[config.mk]
export PLATFORM = sky130hd
export DESIGN_NAME = load_store_unit
export DESIGN_NICKNAME = d
export VERILOG_FILES = /design/src/rtl/load_store_unit_pkg.sv /design/src/rtl/load_store_unit_load_align.sv /design/src/rtl/load_store_unit.sv
export SDC_FILE = /design/constraint.sdc
export NUM_CORES = 1
export LEC_CHECK = 0
export BUFFER_PORTS_ARGS = -buffer_cell sky130_fd_sc_hd__buf_2
export CORE_MARGIN = 2
export CORE_UTILIZATION = 49
export CTS_CLUSTER_DIAMETER = 120
export CTS_CLUSTER_SIZE = 10
export DETAILED_ROUTE_END_ITERATION = 8
export GPL_ROUTABILITY_DRIVEN = 1
export HOLD_SLACK_MARGIN = 0.08
export PLACE_DENSITY = 0.81
export SYNTH_ARGS = -nofsm -noshare
export SYNTH_HDL_FRONTEND = slang
export SYNTH_HIERARCHICAL = 1
export SYNTH_SLANG_ARGS = --single-unit
[constraint.sdc]
create_clock -name clk -period 3.85 [get_ports clk]
set_input_delay 0.385 -clock clk [delete_from_list [all_inputs] [get_ports clk]]
set_output_delay 0.385 -clock clk [all_outputs]
set_load 0.005 [all_outputs]
[src/rtl/load_store_unit_pkg.sv]
// ============================================================================
// load_store_unit_pkg : shared ids, encodings and decode helpers for the LSU
// Revision: 1.0
// ============================================================================
`default_nettype none

package load_store_unit_pkg;

  localparam int INST_ID_LEN = 6;

  localparam logic [INST_ID_LEN-1:0] ADD_ID = 6'd0;
  localparam logic [INST_ID_LEN-1:0] LB_ID  = 6'd10;
  localparam logic [INST_ID_LEN-1:0] LH_ID  = 6'd11;
  localparam logic [INST_ID_LEN-1:0] LW_ID  = 6'd12;
  localparam logic [INST_ID_LEN-1:0] LBU_ID = 6'd13;
  localparam logic [INST_ID_LEN-1:0] LHU_ID = 6'd14;
  localparam logic [INST_ID_LEN-1:0] SB_ID  = 6'd15;
  localparam logic [INST_ID_LEN-1:0] SH_ID  = 6'd16;
  localparam logic [INST_ID_LEN-1:0] SW_ID  = 6'd17;

  typedef enum logic [1:0] {
    LSU_IDLE = 2'd0,
    LSU_REQ  = 2'd1,
    LSU_WAIT = 2'd2,
    LSU_DONE = 2'd3
  } lsu_state_e;

  typedef enum logic [1:0] {
    LSU_SIZE_B = 2'd0,
    LSU_SIZE_H = 2'd1,
    LSU_SIZE_W = 2'd2
  } lsu_size_e;

  typedef struct packed {
    logic      valid;
    logic      store;
    lsu_size_e size;
    logic      uns;
  } lsu_op_t;

  // An id only counts as an access when its matching enable is also set.
  function automatic lsu_op_t lsu_decode(input logic [INST_ID_LEN-1:0] id,
                                         input logic re, input logic we);
    lsu_op_t op;
    op = '{valid: 1'b0, store: 1'b0, size: LSU_SIZE_W, uns: 1'b0};
    case (id)
      LB_ID:   op = '{valid: re, store: 1'b0, size: LSU_SIZE_B, uns: 1'b0};
      LH_ID:   op = '{valid: re, store: 1'b0, size: LSU_SIZE_H, uns: 1'b0};
      LW_ID:   op = '{valid: re, store: 1'b0, size: LSU_SIZE_W, uns: 1'b0};
      LBU_ID:  op = '{valid: re, store: 1'b0, size: LSU_SIZE_B, uns: 1'b1};
      LHU_ID:  op = '{valid: re, store: 1'b0, size: LSU_SIZE_H, uns: 1'b1};
      SB_ID:   op = '{valid: we, store: 1'b1, size: LSU_SIZE_B, uns: 1'b0};
      SH_ID:   op = '{valid: we, store: 1'b1, size: LSU_SIZE_H, uns: 1'b0};
      SW_ID:   op = '{valid: we, store: 1'b1, size: LSU_SIZE_W, uns: 1'b0};
      default: op = '{valid: 1'b0, store: 1'b0, size: LSU_SIZE_W, uns: 1'b0};
    endcase
    return op;
  endfunction

  function automatic logic lsu_misaligned(input lsu_size_e size, input logic [1:0] off);
    case (size)
      LSU_SIZE_H: return off[0];
      LSU_SIZE_W: return off != 2'b00;
      default:    return 1'b0;
    endcase
  endfunction

endpackage

`default_nettype wire

[src/rtl/load_store_unit_load_align.sv]
// ============================================================================
// lsu_load_align : selects the addressed lane of a read word and extends it
// Revision: 1.0
// ============================================================================
`default_nettype none

module lsu_load_align
  import load_store_unit_pkg::*;
(
  input  logic [31:0] word,
  input  logic [1:0]  offset,
  input  lsu_size_e   size,
  input  logic        uns,
  output logic [31:0] result
);

  logic [7:0]  byte_lane;
  logic [15:0] half_lane;

  always_comb begin
    byte_lane = word[{offset, 3'b000} +: 8];
    half_lane = offset[1] ? word[31:16] : word[15:0];
    case (size)
      LSU_SIZE_B: result = {{24{byte_lane[7] & ~uns}}, byte_lane};
      LSU_SIZE_H: result = {{16{half_lane[15] & ~uns}}, half_lane};
      default:    result = word;
    endcase
  end

endmodule

`default_nettype wire

[src/rtl/load_store_unit.sv]
// ============================================================================
// load_store_unit : MEM-stage bus master with byte enables and load formatting
// Revision: 1.0
// ============================================================================
`default_nettype none

module load_store_unit
  import load_store_unit_pkg::*;
#(
  parameter int ADDR_W = 32,
  parameter int DATA_W = 32
) (
  input  logic                   clk,
  input  logic                   rst,
  input  logic                   mem_re_i,
  input  logic                   mem_we_i,
  input  logic [INST_ID_LEN-1:0] instr_id_i,
  input  logic [ADDR_W-1:0]      addr_i,
  input  logic [DATA_W-1:0]      wdata_i,
  output logic                   stall_o,
  output logic                   done_o,
  output logic [DATA_W-1:0]      rdata_o,
  output logic                   misaligned_o,
  output logic                   dmem_req_o,
  output logic                   dmem_we_o,
  output logic [ADDR_W-1:0]      dmem_addr_o,
  output logic [DATA_W/8-1:0]    dmem_be_o,
  output logic [DATA_W-1:0]      dmem_wdata_o,
  input  logic                   dmem_gnt_i,
  input  logic                   dmem_rvalid_i,
  input  logic [DATA_W-1:0]      dmem_rdata_i
);

  lsu_state_e            state;
  lsu_op_t               op;
  logic                  mis;
  logic                  accept;
  logic [DATA_W/8-1:0]   be_calc;
  logic [DATA_W-1:0]     wdata_calc;
  logic [DATA_W-1:0]     aligned;

  logic [ADDR_W-1:0]     addr_q;
  logic [1:0]            off_q;
  lsu_size_e             size_q;
  logic                  uns_q;
  logic                  we_q;
  logic [DATA_W/8-1:0]   be_q;
  logic [DATA_W-1:0]     wdata_q;
  logic [DATA_W-1:0]     rdata_q;

  assign op     = lsu_decode(instr_id_i, mem_re_i, mem_we_i);
  assign mis    = op.valid && lsu_misaligned(op.size, addr_i[1:0]);
  assign accept = (state == LSU_IDLE) && op.valid && !mis && !rst;

  always_comb begin
    be_calc    = '0;
    wdata_calc = '0;
    case (op.size)
      LSU_SIZE_B: begin
        be_calc    = 4'b0001 << addr_i[1:0];
        wdata_calc = {4{wdata_i[7:0]}};
      end
      LSU_SIZE_H: begin
        be_calc    = addr_i[1] ? 4'b1100 : 4'b0011;
        wdata_calc = {2{wdata_i[15:0]}};
      end
      default: begin
        be_calc    = 4'b1111;
        wdata_calc = wdata_i;
      end
    endcase
  end

  lsu_load_align u_align (
    .word   (dmem_rdata_i),
    .offset (off_q),
    .size   (size_q),
    .uns    (uns_q),
    .result (aligned)
  );

  always_ff @(posedge clk) begin
    if (rst) begin
      state   <= LSU_IDLE;
      addr_q  <= '0;
      off_q   <= '0;
      size_q  <= LSU_SIZE_W;
      uns_q   <= 1'b0;
      we_q    <= 1'b0;
      be_q    <= '0;
      wdata_q <= '0;
      rdata_q <= '0;
    end else begin
      case (state)
        LSU_IDLE: begin
          if (accept) begin
            addr_q  <= {addr_i[ADDR_W-1:2], 2'b00};
            off_q   <= addr_i[1:0];
            size_q  <= op.size;
            uns_q   <= op.uns;
            we_q    <= op.store;
            be_q    <= be_calc;
            wdata_q <= op.store ? wdata_calc : '0;
            rdata_q <= '0;
            state   <= LSU_REQ;
          end
        end
        LSU_REQ: begin
          if (dmem_gnt_i) state <= we_q ? LSU_DONE : LSU_WAIT;
        end
        LSU_WAIT: begin
          if (dmem_rvalid_i) begin
            rdata_q <= aligned;
            state   <= LSU_DONE;
          end
        end
        default: state <= LSU_IDLE;
      endcase
    end
  end

  // Bus fields are only driven while the request is up; zero elsewhere.
  assign dmem_req_o   = (state == LSU_REQ);
  assign dmem_we_o    = dmem_req_o && we_q;
  assign dmem_addr_o  = dmem_req_o ? addr_q  : '0;
  assign dmem_be_o    = dmem_req_o ? be_q    : '0;
  assign dmem_wdata_o = dmem_req_o ? wdata_q : '0;

  assign stall_o      = accept || (state == LSU_REQ) || (state == LSU_WAIT);
  assign misaligned_o = mis && (state == LSU_IDLE) && !rst;
  assign done_o       = (state == LSU_DONE);
  assign rdata_o      = (done_o && !we_q) ? rdata_q : '0;

endmodule

`default_nettype wire

==> impl_metrics.toml <==
[cts]
cts_setup_buffers = 0
path_clk_slew_ns = 0.10
root_buffer = "clkbuf_8"
h-tree-depth = 3
cts_sinks = 106
worstSkewPairLatency_ns = 0.37
cts_resized = 0
cts_tree = "yes"
ctsLongestPathBuffers = 2
cts_hold_buf = 0
cts_buffers = 9

[timing]
finClkSkew_ns = 0.00879
rsz0062_at_grt = "false"
period_needed_ns = 3.35
slew_viol_final = 0
period_share_pct = 86.9
fin_setup_tns_ns = 0
finalHoldViolCount = 0
fmax_mhz = 299
timing.slew.headroom_pct = 34.1
setup_ws_ns = 0.505
setup_viol_count_final = 0
worst_slew_pin_slew_ns = 0.989

[floorplanning]
fp.dieW_um = 108
io_pins = 213
start_util_pct = 50.9
coreArea_sq_um = 10400
dieArea_sq_um = 11600
fp.dieH_um = 108
num_rows = 37

[placed_design]
dp.cells = 894
place_congestion = 0.897
hpwl_mm = 11.2
place.port_buffers = 210
place_ws_ns = 0.290
post_dp_cell_area_sq_um = 6420

[yosys]
synthSimpleGateAreaFrac_pct = 22.6
yosysTopAreaCellShare_pct = 40.2
synth_mux_area_share_pct = 2.18
yosysWarnings = 6
synth_cell_types = 52
synth-main-ff-cell = "dfxtp_1"
synth-adder-area-share_pct = 1.90
synthXorXnorAreaFrac_pct = 0.332
synth_compound_area_share_pct = 27.8
ys_seq_area_share_pct = 40.2
synth_top_cell_by_area = "dfxtp_1"
synth_commonest_cells = "dfxtp_1 (106), and2_1 (100), a22o_1 (83)"
syn_area_sq_um = 5280
syn_inst = 584
synth_top_family_by_area = "compound AO/OA/AOI/OAI gates"
ys_async_sr_fraction_pct = 0
yosysMostFrequentCell = "dfxtp_1"
synth-edff-count = 0
synth_area_per_cell_sq_um = 9.04
ys_ff_latch = 106
ys_top_cells_by_area = "dfxtp_1 (40%), a22o_1 (14%), and2_1 (12%)"

[status]
status = "complete, no violations"

[detailed_routing]
wl_per_cell_um = 16.7
drc_errors = 0
ant_nets = 0
drtIter0Drc = 321
viasPerCell = 5.55
wl_mm = 15.2
via_count = 5046
drtPass1Iterations = 7

[final_layout]
syn_to_final_growth_pct = 25.7
stdcell_count = 910
final_cell_area_sq_um = 6630
final_nets = 885
fillCellCount = 939
drive_gt1_share_pct = 32.2

[run]
cap_violations = 0

[critical_path]
slowest_delay_ns = 0.60
critPathCaptureType = "output port"
cpLargestDelayFamily = "simple AND/OR/NAND/NOR gates"
critPathLaunchType = "primary input"
cp.required_ns = 3.46
cp.arrival_ns = 2.96
crit_buf_inv = 3
cp_max_fo = 6
crit_slowest_cell = "or4b_1"
cp_cell_sequence = "buf_2 -> or4b_1 -> nor2_1 -> a31oi_1 -> nor2_1 -> inv_1 -> ha_1 -> a21oi_1 -> a2111oi_4 -> or3_1 -> buf_2"
worst-setup-path-type = "in2out"

[power_and_ir_drop]
irDropWorstVdd_v = 0.000216
p_leak_nw = 3.31
cellPowerDensity_nw_per_um2 = 316

[global_routing]
grt_max_degree = 71
gr-total-overflow = 0
grt_pass1_wl_mm = 23.9
grtUsageTotal_pct = 25.9
first_global_vias = 4849
antenna_found_initial = 1

[min_path]
hp-class = "in2reg"
[worst reg2reg max path: stages, from the launching register on]
cell      delay [ns]
dfxtp_1         0.35
inv_1           0.11
ha_2            0.85
inv_1           0.10
o21ai_0         0.24
a21oi_1         0.12
a211oi_1        0.33
a31o_2          0.15
[kinds of logic after synthesis]
group                    count (synthesis)
other                                    1
AND/OR/NAND/NOR                        220
flip-flops                             106
AO/OA/AOI/OAI                          177
multiplexers                            11
adder cells (fa/ha/maj)                  8
XOR/XNOR                                 2
buffers and inverters                   59
[metrics by stage]
stage	utilization (%)	power (W)	hold WS (ns)
6_report	64.0	0.00209	0.218
5_1_grt	64.0	0.00217	0.205
4_1_cts	63.9	0.00210	0.209
3_5_place_dp	61.9	0.00136	0.443
3_3_place_gp	61.9	0.00135	0.436
2_1_floorplan	-	0.00125	0.424
[path summary, 6_finish.rpt]
kind / start / to / slack [ns] / depth (start not counted)
min: addr_i[27] / addr_q[27]$_SDFFE_PP0P_ / 0.22 / 2
max reg2reg: state[1]$_SDFFE_PP0P_ / state[0]$_SDFFE_PP0P_ / 1.55 / 7
max: instr_id_i[1] / stall_o / 0.50 / 11
min reg2reg: wdata_q[30]$_SDFFE_PP0P_ / wdata_q[30]$_SDFFE_PP0P_ / 0.47 / 1
[power by group]
part           internal, W  switching (W)
combinational    0.0000950       0.000128
clock             0.000368       0.000394
sequential         0.00110     0.00000562
[flip-flops by register name (all words and copies together), names as in the netlist]
| signal | count |
|---|---|
| off_q | 2 |
| state | 2 |
| uns_q | 1 |
| addr_q | 30 |
| size_q | 2 |
| be_q | 4 |
| wdata_q | 32 |
| rdata_q | 32 |
| we_q | 1 |
[layer usage]
layer / vias up / global-route usage [%] / part of all wire, % / wire length, um
met3: 17 / 5.99 / 7.7 / 1160
met2: 202 / 44.2 / 50 / 7540
met5: - / 0 / 0 / 0
met4: 0 / 8.42 / 1.8 / 268
li1: 2454 / - / - / -
met1: 2373 / 32.3 / 41 / 6230
[layout make-up]
class                      instances  area, sq um  area share [%]
timing repair buffer             222         1150            17.4
inverter                          10         37.5           0.566
sequential                       106         2120            32.0
multi-input combinational        420         2930            44.2
antenna                            1         2.50          0.0377
clock inverter                     6         90.1            1.36
tap                              136          170            2.57
clock buffer                       9          124            1.87
[layout by cell type, fill, tap and decap left out, types with 2 or more instances in the layout]
cell / Yosys / layout
buf_2: 9 / 210
dfxtp_1: 106 / 106
and2_1: 100 / 100
a22o_1: 83 / 83
nand2_1: 60 / 60
o2bb2ai_1: 24 / 24
nor2_1: 23 / 23
buf_4: 5 / 11
nand2b_1: 10 / 10
a21oi_1: 11 / 10
nor2b_1: 11 / 10
mux2i_1: 10 / 10
inv_1: 9 / 9
clkbuf_8: 0 / 9
o211ai_1: 8 / 8
a221o_1: 8 / 8
o21ai_0: 7 / 7
ha_1: 8 / 7
a22oi_1: 6 / 6
a2bb2oi_1: 4 / 4
nor3_1: 4 / 4
a21o_1: 4 / 4
a211oi_1: 3 / 3
o22a_1: 3 / 3
o21ai_1: 3 / 3
o22ai_1: 2 / 2
nor2b_2: 1 / 2
and3_1: 2 / 2
o21bai_1: 2 / 2
nand2_2: 2 / 2
conb_1: 1 / 2
bufinv_16: 0 / 2
clkinv_2: 0 / 2
Note: power is estimated with default switching activity, not from simulation.
